===== src/rtl/psum_drain.sv =====
// Drains the psum GLB after a layer, adds per-channel bias, saturates, packs four results per FIFO word.
// Optional RELU_EN: clamp negative results to zero before packing.
module psum_drain #(
    parameter int FIFO_WIDTH = 64,
    parameter int DATA_WIDTH = 16,
    parameter int ADDR_psum  = 18,
    parameter int ADDR_bias  = 9
) (
    input  logic                  core_clk,
    input  logic                  core_rst_n,
    input  logic                  start,
    input  logic [ADDR_bias-1:0]  num_ch,
    input  logic [ADDR_psum-1:0]  ch_size,
    output logic                  re_b_psum,
    output logic [ADDR_psum-1:0]  addr_b_psum,
    input  logic [DATA_WIDTH-1:0] rdata_b_psum,
    output logic                  re_bias,
    output logic [ADDR_bias-1:0]  raddr_bias,
    input  logic [DATA_WIDTH-1:0] rdata_bias,
    output logic [FIFO_WIDTH-1:0] fifo_wdata,
    output logic                  fifo_we,
    input  logic                  fifo_full,
    output logic                  busy,
    output logic                  done
);

    typedef enum logic [2:0] {IDLE, BIAS_RD, BIAS_WAIT, STREAM, FLUSH, FIN} state_t;

    state_t                state;
    logic [ADDR_bias-1:0]  num_ch_r;
    logic [ADDR_bias-1:0]  ch_idx;
    logic [ADDR_psum-1:0]  ch_size_r;
    logic [ADDR_psum-1:0]  elem_cnt;
    logic [DATA_WIDTH-1:0] bias_r;
    logic                  inflight;
    logic [1:0]            lanes_filled;
    logic [FIFO_WIDTH-1:0] lane_word;
    logic                  out_pending;

    logic                  can_issue;
    logic                  last_in_ch;
    logic                  last_ch;
    logic                  fill_word;
    logic                  flush_move;
    logic                  flush_done;
    logic [DATA_WIDTH:0]   sum_ext;
    logic [DATA_WIDTH-1:0] result;

    assign fifo_we = out_pending & ~fifo_full;

    // While a full word waits for the FIFO, only issue reads that the three free lanes can absorb.
    always_comb begin
        can_issue  = !out_pending || (({1'b0, lanes_filled} + {2'b00, inflight}) <= 3'd2);
        re_b_psum  = (state == STREAM) && can_issue;
        last_in_ch = (elem_cnt == (ch_size_r - ADDR_psum'(1)));
        last_ch    = (ch_idx == (num_ch_r - ADDR_bias'(1)));
        fill_word  = inflight && (lanes_filled == 2'd3);
        flush_move = (state == FLUSH) && !inflight && (lanes_filled != 2'd0)
                     && (!out_pending || fifo_we);
        flush_done = (state == FLUSH) && !inflight && (lanes_filled == 2'd0)
                     && (!out_pending || fifo_we);
    end

    always_comb begin
        sum_ext = {rdata_b_psum[DATA_WIDTH-1], rdata_b_psum} + {bias_r[DATA_WIDTH-1], bias_r};
        if (sum_ext[DATA_WIDTH] != sum_ext[DATA_WIDTH-1]) begin
            result = sum_ext[DATA_WIDTH] ? {1'b1, {(DATA_WIDTH-1){1'b0}}}
                                         : {1'b0, {(DATA_WIDTH-1){1'b1}}};
        end else begin
            result = sum_ext[DATA_WIDTH-1:0];
        end
`ifdef RELU_EN
        if (result[DATA_WIDTH-1]) begin
            result = '0;
        end
`endif
    end

    // An empty job enters FIN with done low; FIN raises done on its first cycle and exits on the second.
    always_ff @(posedge core_clk or negedge core_rst_n) begin
        if (!core_rst_n) begin
            state       <= IDLE;
            num_ch_r    <= '0;
            ch_size_r   <= '0;
            ch_idx      <= '0;
            elem_cnt    <= '0;
            addr_b_psum <= '0;
            re_bias     <= 1'b0;
            raddr_bias  <= '0;
            bias_r      <= '0;
            inflight    <= 1'b0;
            busy        <= 1'b0;
            done        <= 1'b0;
        end else begin
            re_bias  <= 1'b0;
            inflight <= re_b_psum;
            case (state)
                IDLE: begin
                    if (start) begin
                        num_ch_r    <= num_ch;
                        ch_size_r   <= ch_size;
                        ch_idx      <= '0;
                        elem_cnt    <= '0;
                        addr_b_psum <= '0;
                        raddr_bias  <= '0;
                        busy        <= 1'b1;
                        if ((num_ch == '0) || (ch_size == '0)) begin
                            state <= FIN;
                        end else begin
                            re_bias <= 1'b1;
                            state   <= BIAS_RD;
                        end
                    end
                end
                BIAS_RD: state <= BIAS_WAIT;
                BIAS_WAIT: begin
                    bias_r <= rdata_bias;
                    state  <= STREAM;
                end
                STREAM: begin
                    if (re_b_psum) begin
                        addr_b_psum <= addr_b_psum + ADDR_psum'(1);
                        if (last_in_ch) begin
                            elem_cnt <= '0;
                            if (last_ch) begin
                                state <= FLUSH;
                            end else begin
                                ch_idx     <= ch_idx + ADDR_bias'(1);
                                raddr_bias <= ch_idx + ADDR_bias'(1);
                                re_bias    <= 1'b1;
                                state      <= BIAS_RD;
                            end
                        end else begin
                            elem_cnt <= elem_cnt + ADDR_psum'(1);
                        end
                    end
                end
                FLUSH: begin
                    if (flush_done) begin
                        done  <= 1'b1;
                        busy  <= 1'b0;
                        state <= FIN;
                    end
                end
                FIN: begin
                    if (done) begin
                        done  <= 1'b0;
                        state <= IDLE;
                    end else begin
                        done <= 1'b1;
                        busy <= 1'b0;
                    end
                end
                default: state <= IDLE;
            endcase
        end
    end

    // Lane packing: a completed word moves to the output register, which stays frozen until written.
    always_ff @(posedge core_clk or negedge core_rst_n) begin
        if (!core_rst_n) begin
            lanes_filled <= 2'd0;
            lane_word    <= '0;
            fifo_wdata   <= '0;
            out_pending  <= 1'b0;
        end else if (fill_word) begin
            fifo_wdata   <= {result, lane_word[FIFO_WIDTH-DATA_WIDTH-1:0]};
            lane_word    <= '0;
            lanes_filled <= 2'd0;
            out_pending  <= 1'b1;
        end else begin
            if (inflight) begin
                lane_word[lanes_filled*DATA_WIDTH +: DATA_WIDTH] <= result;
                lanes_filled <= lanes_filled + 2'd1;
            end
            if (flush_move) begin
                fifo_wdata   <= lane_word;
                lane_word    <= '0;
                lanes_filled <= 2'd0;
                out_pending  <= 1'b1;
            end else if (fifo_we) begin
                out_pending <= 1'b0;
            end
        end
    end

endmodule


===== config.mk =====
export PLATFORM = sky130hd
export DESIGN_NAME = psum_drain
export DESIGN_NICKNAME = d
export VERILOG_FILES = /design/src/rtl/psum_drain.sv
export SDC_FILE = /design/constraint.sdc
export NUM_CORES = 1
export LEC_CHECK = 0
export CAP_MARGIN = 20
export CORE_AREA = 2 2 145 147
export CTS_BUF_LIST = sky130_fd_sc_hd__clkbuf_8
export CTS_CLUSTER_DIAMETER = 50
export DETAILED_ROUTE_END_ITERATION = 8
export DIE_AREA = 0 0 147 149
export PLACE_DENSITY_LB_ADDON = 0.3
export SYNTH_ARGS = -nofsm -noshare
export SYNTH_HDL_FRONTEND = slang
export SYNTH_SLANG_ARGS = --single-unit

===== constraint.sdc =====
create_clock -name core_clk -period 3.5 [get_ports core_clk]
set_input_delay 0.525 -clock core_clk [delete_from_list [all_inputs] [get_ports core_clk]]
set_output_delay 0.525 -clock core_clk [all_outputs]
set_load 0.1 [all_outputs]

==> metrics.md <==
| Metric | Value |
|---|---|
| Run status | finished, violations left |
| Failing checks | hold timing |
| Internal power | 7.56 mW |
| Worst min-delay path class | input pin to async pin |
| PD cells | 1040 nW/um^2 |
| Yosys reg bits | 226 |
| Ys async rst share | 100% |
| F_max | 310 MHz |
| Largest family of logic cells by synthesized area | simple AND/OR/NAND/NOR gates |
| Worst slew pin tran | 1.05 ns |
| Crit end category | output port |
| Placer Congestion | 0.893 |
| Post-Syn Area | 11500 sq um |
| Post-Synthesis Net Count | 1203 |
| CTS sink cnt | 226 |
| Drt pass-1 iters | 7 |
| Clock skew | 0.0289 ns |
| RSZ-0062 raised after global routing | no |
| Simple-gate portion of the synthesized area | 17.2% |
| Share of layout cells above drive strength 1 | 15.6% |
| Post-synth top flop | dfrtp_1 |
| Largest net degree at the start of global routing | 105 |
| Clk buf depth | 3 |
| Sw Share | 49.6% |
| MaxCap Viol Count | 0 |
| Hold slack | -0.000861 ns |
| PortBufs | 158 |
| Core Area | 20600 sq um |
| Comb power frac | 56.2% |
| First-pass GRT wire length | 47300 um |
| Synth Area in Compound Gates | 13.5% |
| Dpl hpwl | 20300 um |
| Final wirelength | 28700 um |
| CP Launch Type | flop |
| Cell count after placement | 1542 |
| Critical Path RT | 2.97 ns |
| Starting Density | 55.8% |
| Syn_area_per_cell | 10.3 sq um |
| Post CTS Setup Buffer Count | 0 |
| Crit Path Max Fanout | 7 |
| Final period util | 92.1% |
| Most frequent cell after synthesis | dfrtp_1 |
| Arr. time, crit path | 2.70 ns |
| Post-Synthesis Cells | 1110 |
| Sw power | 7.43 mW |
| TritonCTS buffer count | 40 |
| Number of core rows | 53 |
| Area of the multi-input gates | 5550 sq um |
| DR iter-0 viols | 633 |
| DRT antenna net count | 0 |
| Final #Nets | 1403 |
| Synth top area share | 49.3% |
| Die area | 21900 sq um |
| Post_cts resized | 0 |
| Sequential Power Share | 28.3% |
| Vias in the first global route | 9321 |
| Fin crit period | 3.22 ns |
| Antenna Cells | 0 |
| Clk root buf | clkbuf_8 |
| Synth top area cells | dfrtp_1, mux2_2, nand2_1, ha_1, xnor2_1 |
| Sequential element share of the synthesized area | 49.3% |
| GR Overflow Total | 0 |
| Setup TNS | 0 ns |
| Die height | 149 um |
| Clock Power Share | 15.6% |
| Gr usage total | 26.6% |
| Initial antenna violation count | 0 |
| Fill count | 1569 |
| Reg area | 5660 sq um |
| DR vias | 9278 |
| Top Ports | 159 |
| Setup violators final | 0 |
| P_leak | 6.56 nW |
| Non-filler cells, final | 1611 |
| Endpoints failing hold | 1 |
| Clk slew on worst S/H paths | 0.05 ns |
| Slew HR | 29.8% |
| Hold-fix buffers at CTS | 0 |
| Leading area contributor after synthesis | dfrtp_1 |
| CTS tree | done |
| DR WL/cell | 17.8 um |
| Clock Latency Late Sink | 0.55 ns |
| Final slew viol count | 0 |
| Htree depth | 2 |
| VDD IR-drop max | 0.988 mV |
| Remaining DRCs | 0 |
| Via density | 5.76 |
| Xor and xnor area share after synthesis | 5.58% |
| Synth-to-Final Area Change | 25.3% |
| Mux cell area share after synthesis | 8.47% |
| Most frequent cells after synthesis | dfrtp_1, nand2_1, nor2_1 |
| Yosys warning count | 0 |
| DIE WIDTH | 147 um |
| WS Path Type | flop to output port |
| Synth cell types | 73 |
| Synth Area in Adders | 3.34% |
| EDFF count, synth | 0 |
==> power groups by stage <==
stage                     combinational (mW)  sequential [mW]  clock (mW)
after CTS                               8.42             4.24        2.37
after global routing                    8.98             4.35        2.49
after global placement                  8.25             4.23           0
after floorplan                         3.71             6.37           0
after detailed placement                8.39             4.26           0
final                                   8.42             4.24        2.33
==> worst paths after layout <==
kind	startpoint	end	slack, ns	depth (start not counted)
max	lanes_filled[0]	re_b_psum	0.28	7
min	core_rst_n	num_ch_r[7]	-0.0009	1
max reg2reg	bias_r[6]	lane_word[12]	0.36	10
min reg2reg	lane_word[32]	lane_word[32]	0.48	2
max in group asynchronous	core_rst_n	elem_cnt[10]	2.64	2
min in group core_clk	lane_word[32]	lane_word[32]	0.48	2
==> cell families (layout without fill, tap and decap cells) <==
| group | after synthesis | after routing |
|---|---|---|
| AOI/OAI and AO/OA | 221 | 221 |
| xor gates and xnor gates | 73 | 73 |
| adders and majority gates | 30 | 30 |
| buffers and inverters | 70 | 296 |
| DFF | 226 | 226 |
| muxes | 88 | 88 |
| and+or+nand+nor | 402 | 402 |
==> critical path, cell delays in order, from the launching register on <==
cell and delay (ns):
dfrtp_1 0.48, ha_1 0.24, inv_1 0.05, ha_1 0.25, nor3b_1 0.24, or2_2 0.18, and2_0 0.48, buf_12 0.25
==> placed cells by master, fill, tap and decap left out, types with 5 or more instances in the layout <==
cell type,Yosys,routed
inv_1,20,34
nor4_1,11,10
a22o_1,32,32
nand2b_1,6,6
nor3_1,17,17
ha_1,29,29
a32o_1,13,13
and4_1,6,6
nand2_1,159,159
a21oi_1,38,38
and3_1,14,14
a31oi_1,6,6
mux2i_1,16,16
nor3b_1,6,5
clkbuf_8,0,43
buf_4,1,50
nor2b_1,18,18
or2_2,6,6
or3_1,11,11
dfrtp_1,226,226
nand4_1,18,18
o21a_1,14,14
nand3_1,20,20
xor2_1,36,36
clkdlybuf4s50_1,0,153
nor2_1,80,79
a211oi_1,8,7
and2_1,6,5
a21o_1,11,11
mux2_2,72,72
o211ai_1,5,5
xnor2_1,37,37
o21ai_0,55,55
==> sequential cells by signal, summed over array words and instances, names as in the netlist <==
name,flops
elem_cnt,18
out_pending,1
done,1
lane_word,64
num_ch_r,9
ch_size_r,18
re_bias,1
ch_idx,9
state,3
lanes_filled,2
addr_b_psum,18
busy,1
bias_r,16
fifo_wdata,64
inflight,1
==> cell type report <==
class | count | area share (%)
inverter | 20 | 0.523
tap | 275 | 2.40
multi-input combinational | 814 | 38.6
timing repair buffer | 208 | 13.9
sequential | 226 | 39.4
clock inverter | 25 | 1.06
clock buffer | 43 | 4.12
==> metal layers <==
metal  up-vias  global-route usage [%]  share of wire, %
met2       265                    47.0                51
li1       4367                       -                 -
met3        63                    3.91               5.0
met4         0                    9.33               2.7
met1      4583                    33.8                42
met5         -                       0                 0
==> stage by stage <==
stage | util, % | cell area, sq um | setup WS (ns) | total power [mW]
finish | 69.9 | 14400 | 0.275 | 15.0
CTS | 69.8 | 14400 | 0.242 | 15.0
floorplan | - | 11500 | 0.259 | 10.1
global placement | 66.2 | 13600 | -0.0316 | 12.5
detailed placement | 66.2 | 13600 | -0.103 | 12.7
global route | 69.9 | 14400 | 0.00190 | 15.8
Note: power is estimated with default switching activity, not from simulation.
